--- config.mk ---
export PLATFORM = sky130hd
export DESIGN_NAME = arbiter_rr_nx1
export DESIGN_NICKNAME = d
export VERILOG_FILES = /design/src/rtl/arbiter_rr_nx1.sv
export SDC_FILE = /design/constraint.sdc
export NUM_CORES = 1
export LEC_CHECK = 0
export CORE_AREA = 4 4 216 218
export CTS_BUF_LIST = sky130_fd_sc_hd__clkbuf_2
export DETAILED_ROUTE_END_ITERATION = 10
export DIE_AREA = 0 0 220 222
export GPL_ROUTABILITY_DRIVEN = 0
export MAX_ROUTING_LAYER = met4
export PLACE_DENSITY = 0.43
export RECOVER_POWER = 100
export SYNTH_ARGS = -nofsm -noshare
export SYNTH_HDL_FRONTEND = slang
export SYNTH_SLANG_ARGS = --single-unit
--- constraint.sdc ---
create_clock -name i_clk -period 2.7 [get_ports i_clk]
set_input_delay 0.54 -clock i_clk [delete_from_list [all_inputs] [get_ports i_clk]]
set_output_delay 0.54 -clock i_clk [all_outputs]
set_load 0.005 [all_outputs]
--- src/rtl/arbiter_rr_nx1.sv ---
// arbiter_rr_nx1: N-way round-robin bus arbiter with an LR/SC reservation lock.
// Outputs are muxed combinationally from the grant register.
module arbiter_rr_nx1 #(
    parameter int N_REQ        = 4,
    parameter int XLEN         = 32,
    parameter int ID_W         = $clog2(N_REQ),
    parameter int LOCK_TIMEOUT = 64
) (
    input  logic                  i_clk,
    input  logic                  i_rst,
    input  logic [N_REQ-1:0]      i_bus_en,
    input  logic [N_REQ-1:0]      i_wr_en,
    input  logic [N_REQ*XLEN-1:0] i_wr_data,
    input  logic [N_REQ*XLEN-1:0] i_addr,
    input  logic [N_REQ*4-1:0]    i_byte_en,
    input  logic [N_REQ-1:0]      i_atomic,
    input  logic [N_REQ*7-1:0]    i_operation,
    output logic [N_REQ-1:0]      o_ack,
    output logic [N_REQ*XLEN-1:0] o_rd_data,
    input  logic                  i_ack,
    input  logic [XLEN-1:0]       i_rd_data,
    output logic [ID_W-1:0]       o_id,
    output logic                  o_bus_en,
    output logic                  o_wr_en,
    output logic [XLEN-1:0]       o_wr_data,
    output logic [XLEN-1:0]       o_addr,
    output logic [3:0]            o_byte_en,
    output logic                  o_atomic,
    output logic [6:0]            o_operation
);
    localparam int CNT_W = $clog2(LOCK_TIMEOUT + 1);

    typedef enum logic [1:0] {IDLE, BUSY, RELEASE} state_t;

    state_t           state_q;
    logic [ID_W-1:0]  grant_q, last_q, lock_id_q, sel, idx;
    logic             lock_v_q, found, busy, ack_cyc, is_lr, is_sc;
    logic [CNT_W-1:0] lock_cnt_q;
    logic [N_REQ-1:0] mask;
    logic [6:0]       op_g;

    assign mask = lock_v_q ? i_bus_en & (N_REQ'(1) << lock_id_q) : i_bus_en;

    // Scan from farthest to nearest so the index right after last_q is written last and wins.
    always_comb begin
        sel   = '0;
        found = 1'b0;
        idx   = '0;
        for (int k = N_REQ; k >= 1; k--) begin
            idx = ID_W'((int'(last_q) + k) % N_REQ);
            if (mask[idx]) begin
                sel   = idx;
                found = 1'b1;
            end
        end
    end

    assign busy    = state_q == BUSY;
    assign ack_cyc = busy && i_ack;
    assign op_g    = i_operation[grant_q*7 +: 7];
    assign is_lr   = i_atomic[grant_q] && op_g[6:2] == 5'b00010;
    assign is_sc   = i_atomic[grant_q] && op_g[6:2] == 5'b00011;

    assign o_id        = grant_q;
    assign o_bus_en    = busy && i_bus_en[grant_q];
    assign o_wr_en     = busy && i_wr_en[grant_q];
    assign o_atomic    = busy && i_atomic[grant_q];
    assign o_wr_data   = busy ? i_wr_data[grant_q*XLEN +: XLEN] : '0;
    assign o_addr      = busy ? i_addr[grant_q*XLEN +: XLEN] : '0;
    assign o_byte_en   = busy ? i_byte_en[grant_q*4 +: 4] : '0;
    assign o_operation = busy ? op_g : '0;
    assign o_ack       = ack_cyc ? N_REQ'(1) << grant_q : '0;
    assign o_rd_data   = busy ? (N_REQ*XLEN)'(i_rd_data) << (grant_q*XLEN) : '0;

    always_ff @(posedge i_clk) begin
        if (i_rst) begin
            state_q    <= IDLE;
            grant_q    <= '0;
            last_q     <= ID_W'(N_REQ - 1);
            lock_v_q   <= 1'b0;
            lock_id_q  <= '0;
            lock_cnt_q <= '0;
        end else begin
            case (state_q)
                IDLE: if (found) begin
                    grant_q <= sel;
                    last_q  <= sel;
                    state_q <= BUSY;
                end
                BUSY: if (i_ack) state_q <= RELEASE;
                      else if (!i_bus_en[grant_q]) state_q <= IDLE;
                default: state_q <= IDLE;
            endcase
            // An LR ack re-arms the lock even on the cycle it would have expired.
            if (ack_cyc && is_lr) begin
                lock_v_q   <= 1'b1;
                lock_id_q  <= grant_q;
                lock_cnt_q <= '0;
            end else if (ack_cyc && is_sc && grant_q == lock_id_q) begin
                lock_v_q <= 1'b0;
            end else if (!ack_cyc && lock_v_q) begin
                if (lock_cnt_q == CNT_W'(LOCK_TIMEOUT - 1)) lock_v_q <= 1'b0;
                else lock_cnt_q <= lock_cnt_q + 1'b1;
            end
        end
    end
endmodule

### Word level (Yosys, flattened, before mapping)

Cells that the tools add are included.

| storage, ports and cells | value |
|---|---|
| register bits after elaboration | 16 |
| memory bits (read-only) | 0 |
| input port bits | 347 |
| output and inout port bits | 212 |
| memories kept | 0 |
| bits in writable memories | 0 |
| bits in latches | 0 |

| cells by class | value |
|---|---|
| $mul | 1 |
| reductions and logical operators | 19 |
| order comparisons | 5 |
| add/subtract/negate cells | 5 |
| div/mod/pow operators | 0 |
| bitwise gates (word level) | 3 |
| equality and inequality tests | 7 |
| mux-type cells | 37 |
| shifts and indexed selects | 7 |

Operator list:

| cell | count |
|---|---|
| $shiftx A128 B8 Y32 | 2 |
| $mux W128 | 1 |
| $shl A32 B7 Y128 | 1 |
| $mux W32 | 2 |
| $shiftx A28 B6 Y7 | 1 |
| $shiftx A16 B5 Y4 | 1 |
| $lt A2 B3 Y1 const B | 5 |
| $mux W1 | 15 |
| $bmux W1 S2 | 7 |
| $mux W2 | 7 |
| $mux W4 | 3 |
| $eq A5 B2 Y1 const B | 2 |
| $logic_and A1 B1 Y1 | 10 |
| $shl A1 B2 Y4 const A | 2 |
| $add A7 B1 Y7 const B | 1 |
| $eq A7 B6 Y1 const B | 1 |
| $mux W7 | 1 |
| $reduce_and A2 Y1 | 3 |
| $reduce_bool A3 Y1 | 2 |
| $mul A2 B3 Y5 const B | 1 |
| $add A2 B1 Y2 const B | 2 |
| $add A2 B2 Y2 const B | 2 |
| $and A4 B4 Y4 | 1 |
| $pmux W2 S2 | 1 |
| 9 further kinds | 10 |

### Depth between registers and ports, before layout

| logic depth | value |
|---|---|
| word-level depth | 11 |
| mapped depth | 8 |
| mapped depth without buffers | 7 |

### Least setup slack after synthesis

OpenSTA, ideal clock, no wires.

| timing path | value |
|---|---|
| kind | register to output |
| from | reg grant_q[0] (netlist: o_id[0]) |
| to | out o_addr[21] |
| cell stages (with the launch flop) | 7 |
| data arrival time | 1.856 ns |
| setup slack | 0.304 ns |
| path buffers | 4 |
| cell sequence | dfxtp_1 -> buf_6 -> buf_2 -> buf_2 -> buf_4 -> mux4_2 -> and2_1 |

| between the ends | value |
|---|---|
| longest elaborated chain between the ends | 2 |

RTL lines:

| what | RTL line | source |
|---|---|---|
| start: declaration | 36 | `logic [ID_W-1:0] grant_q, last_q, lock_id_q, sel, idx;` |
| start signal: assignment | 86 | `grant_q <= sel;` |
| $shiftx A128 B8 Y32 | 69 | `assign o_addr = busy ? i_addr[grant_q*XLEN +: XLEN] : '0;` |
| $mux W32 | 69 |  |
| end: declaration | 26 | `output logic [XLEN-1:0] o_addr,` |

Every way passes these cells.

### Final worst setup path

| timing path | value |
|---|---|
| from | reg grant_q[0] (netlist: o_id[0]) |
| to | out o_operation[2] |

| between the ends | value |
|---|---|
| longest elaborated chain between the ends | 3 |

RTL lines:

| what | RTL line | source |
|---|---|---|
| $mul A2 B3 Y5 | 60 | `assign op_g = i_operation[grant_q*7 +: 7];` |
| $shiftx A28 B6 Y7 | 60 |  |
| $mux W7 | 71 | `assign o_operation = busy ? op_g : '0;` |
| end: declaration | 29 | `output logic [6:0] o_operation` |

Every way passes these cells.

==> flow_summary_export.csv <==
group,metric,value,unit
worst_setup_path,critPathLaunchType,"flip-flop",
detailed_routing,route.detailed.drc,0,
run,maxCapViolations,0,
timing,final_hold_viol_count,0,
pwr,p_leak,0.00647,uW
yosys,syn_area,0.00424,mm^2
worst_setup_path,crit_required,2.16,ns
place,port_buffers,558,
timing,finalCritPeriodShare,1.01,
yosys,ys_types,46,
detailed_routing,post_drt_via_cell_ratio,3.69,
yosys,syn_inst,458,
timing,finalSetupViolCount,1,
pwr,power_density,244,mW/mm^2
timing,finalClockSkew,0.00412,ns
final_layout,fin_nets,1404,
worst_setup_path,crit_family,"buffers and inverters",
yosys,yosysTopAreaCell,"mux4_2",
floorplanning,coreArea,0.0449,mm^2
detailed_routing,firstDrtPassIters,5,
floorplanning,dieArea,0.0488,mm^2
global_routing,first_global_vias,6616,
pwr,peakVddDrop,0.135,mV
worst_setup_path,crit_type,"reg2out",
yosys,yosys_warnings,0,
floorplanning,io_pins,559,
worst_setup_path,critPathMaxFanout,10,
hold_path,hp-class,"reg2reg",
yosys,synth.top_cell.area_share,0.415,
global_routing,grtUsageTotal,0.136,
run_status,status,"finished, violations left",
clock_tree,htree_levels,1,
timing,fin_ws,-0.0402,ns
clock_tree,path_clk_slew,0.16,ns
clock_tree,clockBufferDepth,2,
detailed_routing,drt-wirelength-per-cell,22.3,um
worst_setup_path,cp_slowest_cell,"mux4_2",
clock_tree,postCtsHoldBufs,0,
detailed_routing,first_iter_violations,155,
yosys,synth.most_common_cell,"and2_1",
timing,max_freq,365,MHz
place,dpl_cell_area,0.0108,mm^2
final_layout,layout-drive-gt1-share,0.196,
place,place_inst,1608,
timing,rsz0062_at_grt,"true",
timing,period_needed,2.74,ns
clock_tree,cts_sinks,16,
detailed_routing,vias,6143,
worst_setup_path,endpoint_kind,"primary output",
place,dp.final_hpwl,29600,um
worst_setup_path,cpPeakStageDelay,0.52,ns
floorplanning,rows,78,
clock_tree,root_buffer,"clkbuf_2",
floorplanning,die_y,222,um
final_layout,fin_cells,1663,
clock_tree,cts_tree,"yes",
final_layout,final_cell_area,0.0119,mm^2
timing,max_slew_margin,0.706,
yosys,async_reset_ff_frac,0,
yosys,synth_nets,806,
worst_setup_path,path_cells,"buf_16 -> buf_8 -> mux4_2 -> and2_1 -> clkdlybuf4s50_1",
detailed_routing,ant_nets,0,
detailed_routing,wirelength,37000,um
worst_setup_path,cp.buffers_inverters,3,
yosys,synth-edff-count,0,
global_routing,gr-total-overflow,0,
floorplanning,die_x,220,um
timing,finalMaxSlewViolations,0,
final_layout,area_growth,181,%
timing,worst_pin_slew,0.430,ns
yosys,yosysSeqAreaShare,0.0756,
global_routing,antenna_found_initial,8,
timing,tns,-0.0402,ns
yosys,synth_area_leaders,"mux4_2, and2_1, dfxtp_1",
global_routing,grt_pass1_wl,47700,um
yosys,synth.avg_cell_area,9.25,um^2
clock_tree,numCtsBuffers,3,
final_layout,utilization,0.265,
clock_tree,worstSkewPairLatency,0.30,ns
yosys,ys_ff_latch,16,
global_routing,grt_max_degree,41,
yosys,synth_commonest_cells,"and2_1, mux4_2, nor2_1",
yosys,synth-main-ff-cell,"dfxtp_1",
run_status,violations,"setup timing",
worst_setup_path,critPathArrivalTime,2.20,ns
floorplanning,start_util,0.0944,
-- worst register-to-register path, stage by stage (launching register included) --
cell	delay (ns)
dfxtp_4	0.44
buf_12	0.13
buf_12	0.13
mux4_2	0.55
nor3_4	0.27
nand4_1	0.23
or3_1	0.43
o311ai_1	0.10
a21oi_1	0.10
-- area by class of cell --
type / instances / area (um^2)
multi-input combinational: 392 / 3800
fill: 4816 / 33000
antenna: 8 / 20.0
sequential: 16 / 329
clock buffer: 3 / 15.0
timing repair buffer: 637 / 6980
clock inverter: 1 / 3.75
tap: 600 / 751
inverter: 6 / 22.5
-- path summary, 6_finish.rpt --
check	from	endpoint	slack, ns	depth (start not counted)
max	o_id[0]$_SDFFE_PP0P_	o_operation[2]	-0.04	5
min	lock_cnt_q[6]$_SDFFE_PP0P_	lock_cnt_q[6]$_SDFFE_PP0P_	0.48	2
max reg2reg	o_id[0]$_SDFFE_PP0P_	lock_v_q$_SDFFE_PP0P_	0.23	8
min reg2reg	lock_cnt_q[6]$_SDFFE_PP0P_	lock_cnt_q[6]$_SDFFE_PP0P_	0.48	2
-- metrics by stage --
stage,worst slack [ns],power (uW),hold WS [ns]
5_1_grt,-0.129,3090,0.531
3_5_place_dp,-0.546,2550,0.468
6_report,-0.0402,2900,0.482
3_3_place_gp,-0.566,2560,0.450
4_1_cts,-0.197,2770,0.490
2_1_floorplan,0.304,1110,0.436
-- layout by cell type, fill, tap and decap left out, drive strengths merged, types with 8 or more instances in the layout --
cell and count:
dlymetal6s2s 125, and2 208, nor2 27, dlygate4sd2 18, clkbuf 22, diode 8
clkdlybuf4s15 18, dfxtp 16, buf 80, nand2 9, clkdlybuf4s50 376, mux4 78
-- per-layer routing --
layer  track usage  part of all wire  wire, um
met1         0.154              0.38     14100
met2         0.244              0.51     18900
met3        0.0408             0.094      3490
met4        0.0168             0.015       553
met5             -                 0         0
-- flip-flops by register name, indices dropped and copies added (netlist names) --
| name | count |
|---|---|
| state_q | 2 |
| o_id | 2 |
| lock_id_q | 2 |
| lock_cnt_q | 7 |
| lock_v_q | 1 |
| last_q | 2 |
-- logic make-up (layout without fill, tap and decap cells) --
group	count (synthesis)	after routing	share of synthesized area
other	0	8	0
xor gates and xnor gates	7	7	0.0145
and+or+nand+nor	270	270	0.377
muxes	83	83	0.426
buffers and inverters	50	647	0.0535
DFF	16	16	0.0756
adders and majority gates	1	1	0.00295
AOI/OAI and AO/OA	31	31	0.0496
-- power breakdown --
| part | switching [uW] | internal, uW | leakage, uW |
|---|---|---|---|
| Clock | 83.8 | 32.2 | 0.0000141 |
| Combinational | 905 | 1610 | 0.00633 |
| Sequential | 25.2 | 250 | 0.000132 |
-- what timing repair did --
item | in CTS | in global routing
pin swaps | 1 | 2
gates resized for setup | 71 | 207
buffers inserted | 11 | 21
setup endpoints to repair | 87 | 178
gates cloned | 4 | 7
No activity file was read; power rests on OpenSTA's default activity.
